<file path="config.mk">
export PLATFORM = sky130hd
export DESIGN_NAME = reg_file_master
export DESIGN_NICKNAME = d
export VERILOG_FILES = /design/src/rtl/reg_file_pkg.sv /design/src/rtl/reg_file_master.sv
export SDC_FILE = /design/constraint.sdc
export NUM_CORES = 1
export LEC_CHECK = 0
export CAP_MARGIN = 20
export CORE_MARGIN = 2
export CORE_UTILIZATION = 36
export DETAILED_ROUTE_END_ITERATION = 8
export GPL_TIMING_DRIVEN = 1
export PLACE_DENSITY = 0.74
export SLEW_MARGIN = 20
export SYNTH_ARGS = -nofsm -noshare
export SYNTH_HDL_FRONTEND = slang
export SYNTH_SLANG_ARGS = --single-unit
</file>
<file path="constraint.sdc">
create_clock -name CLK -period 2.67 [get_ports CLK]
set_input_delay 0.534 -clock CLK [delete_from_list [all_inputs] [get_ports CLK]]
set_output_delay 0.534 -clock CLK [all_outputs]
set_load 0.05 [all_outputs]
</file>
<file path="src/rtl/reg_file_pkg.sv">
// Shared defaults and FSM state encoding for reg_file_master.
// The INIT state exists only when REG_FILE_MASTER_INIT_EN is defined.
package reg_file_pkg;

  localparam int REG_DATA_W   = 16;
  localparam int REG_ADDR_W   = 3;
  localparam int REG_NUM_REGS = 8;

  typedef enum logic [2:0] {
    IDLE = 3'd0,
    WR   = 3'd1,
    RD   = 3'd2,
    CAP  = 3'd3,
    RSP  = 3'd4
`ifdef REG_FILE_MASTER_INIT_EN
    ,
    INIT = 3'd5
`endif
  } state_e;

endpackage

</file>
<file path="src/rtl/reg_file_master.sv">
// Command/response master for a sync-write, registered-read register file.
// Optional power-up clear of every register when REG_FILE_MASTER_INIT_EN is defined.
//
// state | meaning
// INIT  | clear sequence: write 0 to addresses 0..NUM_REGS-1 (optional)
// IDLE  | cmd_ready high, waiting for a command
// WR    | WrEn high for one cycle with latched Address/WrData
// RD    | RdEn high for one cycle with latched Address
// CAP   | register file read data valid, captured at end of cycle
// RSP   | rsp_valid high, held until rsp_ready
module reg_file_master
  import reg_file_pkg::*;
#(
  parameter int DATA_W   = REG_DATA_W,
  parameter int ADDR_W   = REG_ADDR_W,
  parameter int NUM_REGS = REG_NUM_REGS
) (
  input  logic              CLK,
  input  logic              RST,
  input  logic              cmd_valid,
  output logic              cmd_ready,
  input  logic              cmd_write,
  input  logic [ADDR_W-1:0] cmd_addr,
  input  logic [DATA_W-1:0] cmd_wdata,
  output logic              rsp_valid,
  input  logic              rsp_ready,
  output logic [DATA_W-1:0] rsp_rdata,
  output logic              busy,
  output logic [DATA_W-1:0] WrData,
  output logic [ADDR_W-1:0] Address,
  output logic              WrEn,
  output logic              RdEn,
  input  logic [DATA_W-1:0] RdData
);

  if (NUM_REGS != (1 << ADDR_W)) begin : g_cfg_err
    $error("reg_file_master: NUM_REGS must equal 2**ADDR_W");
  end

`ifdef REG_FILE_MASTER_INIT_EN
  localparam logic [ADDR_W-1:0] LAST_ADDR = ADDR_W'(NUM_REGS - 1);
`endif

  state_e            state_q, state_d;
  logic              live_q, live_d;
  logic [ADDR_W-1:0] addr_q, addr_d;
  logic [DATA_W-1:0] wdata_q, wdata_d;
  logic [DATA_W-1:0] rdata_q, rdata_d;

  always_ff @(posedge CLK or negedge RST) begin
    if (!RST) begin
      state_q <= IDLE;
      live_q  <= 1'b0;
      addr_q  <= '0;
      wdata_q <= '0;
      rdata_q <= '0;
    end else begin
      state_q <= state_d;
      live_q  <= live_d;
      addr_q  <= addr_d;
      wdata_q <= wdata_d;
      rdata_q <= rdata_d;
    end
  end

  always_comb begin
    state_d   = state_q;
    live_d    = 1'b1;
    addr_d    = addr_q;
    wdata_d   = wdata_q;
    rdata_d   = rdata_q;
    cmd_ready = 1'b0;
    rsp_valid = 1'b0;
    WrEn      = 1'b0;
    RdEn      = 1'b0;
    busy      = 1'b1;

    // live_q stays low through reset so every output holds its reset value
    // until the first edge after release, which picks the start state.
    if (!live_q) begin
`ifdef REG_FILE_MASTER_INIT_EN
      state_d = INIT;
      addr_d  = '0;
      wdata_d = '0;
`else
      state_d = IDLE;
`endif
    end else begin
      unique case (state_q)
`ifdef REG_FILE_MASTER_INIT_EN
        INIT: begin
          WrEn = 1'b1;
          if (addr_q == LAST_ADDR) begin
            state_d = IDLE;
          end else begin
            addr_d = addr_q + ADDR_W'(1);
          end
        end
`endif
        IDLE: begin
          cmd_ready = 1'b1;
          busy      = 1'b0;
          if (cmd_valid) begin
            addr_d = cmd_addr;
            if (cmd_write) begin
              wdata_d = cmd_wdata;
              state_d = WR;
            end else begin
              state_d = RD;
            end
          end
        end
        WR: begin
          WrEn    = 1'b1;
          state_d = IDLE;
        end
        RD: begin
          RdEn    = 1'b1;
          state_d = CAP;
        end
        CAP: begin
          rdata_d = RdData;
          state_d = RSP;
        end
        RSP: begin
          rsp_valid = 1'b1;
          if (rsp_ready) begin
            state_d = IDLE;
          end
        end
        default: state_d = IDLE;
      endcase
    end
  end

  assign Address   = addr_q;
  assign WrData    = wdata_q;
  assign rsp_rdata = rdata_q;

endmodule
</file>
# After elaboration in Yosys (flattened, before gate mapping)
# Index checks and enable logic that the tools add are counted.
[totals]
ff_bits = 39
in_bits = 40
out_inout_bits = 40
elab_cells = 31
[op_classes]
n_eq_ne = 6
n_mux = 15
reduce_logical = 5
[op_table]
columns = ["op", "n"]
rows = [
  ["$pmux W3 S4", 1],
  ["$mux W1", 10],
  ["$mux W3", 3],
  ["$eq A3 B2 Y1 const B", 2],
  ["$ne A3 B3 Y1 const B", 2],
  ["$reduce_and A2 Y1", 2],
  ["$reduce_and A4 Y1", 1],
  ["$eq A3 B1 Y1 const B", 1],
  ["$eq A3 B3 Y1 const B", 1],
  ["$logic_not A3 Y1", 1],
  ["$reduce_and A3 Y1", 1],
  ["$mux W2", 1],
]

# Longest topological paths before layout
# Gate-level depths: netlist of run 1.
[depth]
ltp_word = 4
ltp_mapped = 7
ltp_nobuf = 5

# Least setup slack after synthesis of run 1
# OpenSTA, ideal clock, no wires.
[synth_timing]
path_kind = "reg2reg"
startpoint = "register state_q[2]"
endpoint = "register wdata_q[10] (netlist: WrData[10])"
arrival_ps = 1778
required_time_ps = 2545
slack_ps = 767
path_stages_with_launch = 8
n_path_buf = 2
synth_period_minus_slack_ps = 1903
cell_sequence = "dfrtp_1 > nor2b_4 > nand2_2 > inv_2 > and3_4 > buf_6 > buf_12 > mux2_4"
[synth_via]
elab_chain_cells = 2
[synth_lines]
columns = ["element", "line_no", "source"]
rows = [
  ["start: declaration", "reg_file_master.sv:44", "state_e state_q, state_d;"],
  ["start signal: assignment", "reg_file_master.sv:58", "state_q <= state_d;"],
  ["$logic_not A3 Y1", "reg_file_master.sv:89", "unique case (state_q)"],
  ["$reduce_and A4 Y1 (no source line)", "-", ""],
  ["end signal: assignment", "reg_file_master.sv:61", "wdata_q <= wdata_d;"],
  ["end: declaration", "reg_file_master.sv:47", "logic [DATA_W-1:0] wdata_q, wdata_d;"],
]
# No other way between the ends.
# A chain may end at the register's enable or synchronous reset.

# Worst setup path after layout of run 1
[layout_timing]
startpoint = "register state_q[2]"
endpoint = "output RdEn"
[layout_via]
elab_chain_cells = 3
[layout_lines]
columns = ["element", "line_no", "source"]
rows = [
  ["$eq A3 B2 Y1", "reg_file_master.sv:89", ""],
  ["$mux W1", "reg_file_master.sv:89", ""],
  ["$mux W1", "reg_file_master.sv:80", "if (!live_q) begin"],
  ["end: declaration", "reg_file_master.sv:32", "output logic RdEn,"],
]
# No other way between the ends.

==> run_results.csv, run 1 <==
group,metric,value,unit
status,status,"completed",
floorplan,core,4086,sq um
cells_and_area,multi_input_area,533.0,sq um
logic_synthesis,avgSynthCellArea,16.21,sq um
logic_synthesis,postSynth.asyncResetShare,1.000,
setup_path,rrSetupSlack,1070,ps
detailed_routing,drtPass1Iterations,4,
min_path,hold_class,"primary input to async pin",
detailed_routing,post_drt_wl_per_cell,15.03,um
floorplan,die_w,69.76,um
detailed_routing,vias_per_cell,4.651,
power_and_ir_drop,ir_worst_vdd,0.5761,mV
power_and_ir_drop,finalPower,2.254,mW
cts,ctsResizeCount,0,
power_and_ir_drop,switchingPower,0.9088,mW
timing,setup_viol,0,
power_and_ir_drop,powerDensity,917.8,nW/um^2
setup_path,r2r_cells,5,
cts,clock_latency,280,ps
logic_synthesis,synthFlopType,"dfrtp_1",
logic_synthesis,synth_cell_types,21,
cells_and_area,fin_util,0.6010,
setup_path,crit_path_max_fanout,4,
floorplan,io_pins,80,
setup_path,critPathArrivalTime,1890,ps
logic_synthesis,syn-num-nets,136,
cts,cts-htree-levels,2,
setup_path,slowest_delay,820,ps
logic_synthesis,netlist.area_leader.share,0.6270,
logic_synthesis,yosysTopAreaCell,"dfrtp_1",
power_and_ir_drop,p_clk_frac,0.172,
timing,layout_min_cycle_time,2426,ps
floorplan,die-area,4866,sq um
setup_path,crit_path_cell_trace,"nor2b_4 > nand2b_1 > nor2_1 > clkdlybuf4s50_1",
cts,cts_sinks,39,
logic_synthesis,synth-edff-count,0,
cts,cts_tree,"yes",
cts,postCtsSetupRepairBufs,0,
setup_path,worstSetupStartpointType,"register",
setup_path,cp_num_cells,4,
logic_synthesis,yosysWarnings,0,
cells_and_area,seq_area,975.9,sq um
setup_path,cp_slowest_cell,"clkdlybuf4s50_1",
timing,timing.final.crit_share,0.9087,
grt,grt_max_degree,40,
timing,skew,4.046,ps
cells_and_area,drive_above_1_share,0.2737,
cts,cts-buffers-inserted,5,
detailed_routing,drc,0,
power_and_ir_drop,power.leakage,1.052,nW
cells_and_area,n_fill_cell,333,
grt,grt_pass1_wl,5720,um
place,globalplace.congestion,0.7187,
setup_path,end_kind,"output pin",
logic_synthesis,yosysMostFrequentCell,"dfrtp_1",
cts,clockBufferDepth,2,
timing,fmax,0.4122,GHz
setup_path,crit_buf_inv,1,
logic_synthesis,synthCells,96,
timing,worst_pin_slew,839.1,ps
power_and_ir_drop,swShare,0.4031,
power_and_ir_drop,comb_power_share,0.470,
detailed_routing,routed_wl,3443,um
timing,maxSlewHeadroom,0.4406,
floorplan,die_y,69.76,um
floorplan,initial_utilization,0.3809,
power_and_ir_drop,intPower,1.345,mW
cts,cts-root-buf,"clkbuf_8",
run,cap_violations,0,
detailed_routing,vias,1065,
logic_synthesis,synthTopCellsByCount,"dfrtp_1 (39), mux2_2 (25), mux2_4 (10)",
cells_and_area,finish.net_count,219,
grt,grt_pass1_vias,1175,
detailed_routing,ant_nets,0,
cts,clk_pin_slew,70,ps
logic_synthesis,netlist_top_cells_area,"dfrtp_1 (63%), mux2_2 (18%), mux2_4 (9.6%)",
setup_path,required,2140,ps
logic_synthesis,netlist_area,1556,sq um
logic_synthesis,ys_seq_elements,39,
place,port_buffers,79,
timing,tns,0,ps
timing,rsz0062_at_grt,"false",
place,post-dp-hpwl,2593,um
cts,holdBufCountCts,0,
grt,antenna_found_initial,0,
detailed_routing,drt_iter0_drc,13,
logic_synthesis,synth-seq-area-share,0.6270,
power_and_ir_drop,p_seq_frac,0.357,
floorplan,fp-row-count,23,
timing,drv_slew,0,
setup_path,critPathKind,"register to output pin",
timing,hold_viol_final,0,
cells_and_area,synthToLayoutAreaGrowth,57.80,%
cells_and_area,antenna_cells,0,
grt,grt.overflow.total,0,
setup_path,cp_top_family,"buffers and inverters",
grt,grt_use_total,0.1511,
-- cell type report --
class                   count  area share
repair buffers             79      0.3199
inverters                   3    0.004585
flip-flops and latches     39      0.3974
multi-input cells          51      0.2170
well taps                  50     0.02547
clock inverters             1    0.002038
clock buffers               6     0.03362
-- registers in the layout (all words and copies together) (netlist names) --
| signal | count |
|---|---|
| state_q | 3 |
| rsp_rdata | 16 |
| WrData | 16 |
| Address | 3 |
| live_q | 1 |
-- stage by stage --
step	worst slack, ps	cells	cell area, sq um	hold slack (ps)
2_1_floorplan	767.2	96	1556	238.4
3_3_place_gp	605.0	222	2369	486.5
3_5_place_dp	547.3	222	2369	494.5
4_1_cts	234.9	229	2456	384.4
5_1_grt	167.7	229	2456	425.8
6_report	243.9	229	2456	353.9
-- layer usage --
metal,up-vias,wire [um],global-route usage
li1,492,-,-
met1,518,1285,0.1593
met2,51,1741,0.2585
met3,4,389,0.07558
met4,0,27,0.05769
met5,-,0,0
-- worst reg2reg max path, stage by stage, from the launching register on --
cell and delay (ps):
dfrtp_1 430, nor2_2 160, nand2_2 70, inv_2 70, and3_4 380, mux2_2 380
-- power groups by stage --
| stage | Combinational [mW] | Clock (mW) | Sequential [mW] |
|---|---|---|---|
| 2_1_floorplan | 0.184 | 0 | 1.30 |
| 3_3_place_gp | 1.05 | 0 | 0.806 |
| 3_5_place_dp | 1.07 | 0 | 0.817 |
| 4_1_cts | 1.07 | 0.408 | 0.807 |
| 5_1_grt | 1.10 | 0.435 | 0.824 |
| 6_report | 1.06 | 0.389 | 0.805 |
-- final timing paths --
kind	startpoint	endpoint
max in group asynchronous	RST	Address[2]
worst min-delay path	RST	rsp_rdata[0]
worst min register to register	rsp_rdata[0]	rsp_rdata[0]
worst max-delay path	state_q[2]	RdEn
worst max register to register	state_q[0]	WrData[3]
min in group CLK	rsp_rdata[0]	rsp_rdata[0]
-- cell families after synthesis --
| logic type | share of synthesized area |
|---|---|
| simple gates | 0.05306 |
| mux | 0.2773 |
| buf+inv | 0.03054 |
| compound gates | 0.009643 |
| flops | 0.6270 |
| other cells | 0.002409 |
-- cell usage in the layout (no fill, tap or decap) --
cell             count
mux2_4              10
and3_1               1
mux2_2              25
nand2b_1             2
inv_2                1
nand3_1              1
a21oi_1              2
clkbuf_8             6
o21ai_0              1
nor2b_4              1
nand2_2              1
buf_2                1
dfrtp_1             39
and3_4               1
nand3_2              1
clkdlybuf4s50_1     78
nor2_1               2
inv_1                2
nand2_1              1
conb_1               1
nor2_2               1
clkinv_2             1
No activity file was read; power rests on OpenSTA's default activity.
==> inputs of run 2 (changes only) <==
Settings changed: CAP_MARGIN 20 to not set, HOLD_SLACK_MARGIN set to 0.02.
==> results of run 2 <==
Final layout, timing and power as in run 1 (identical DEF).
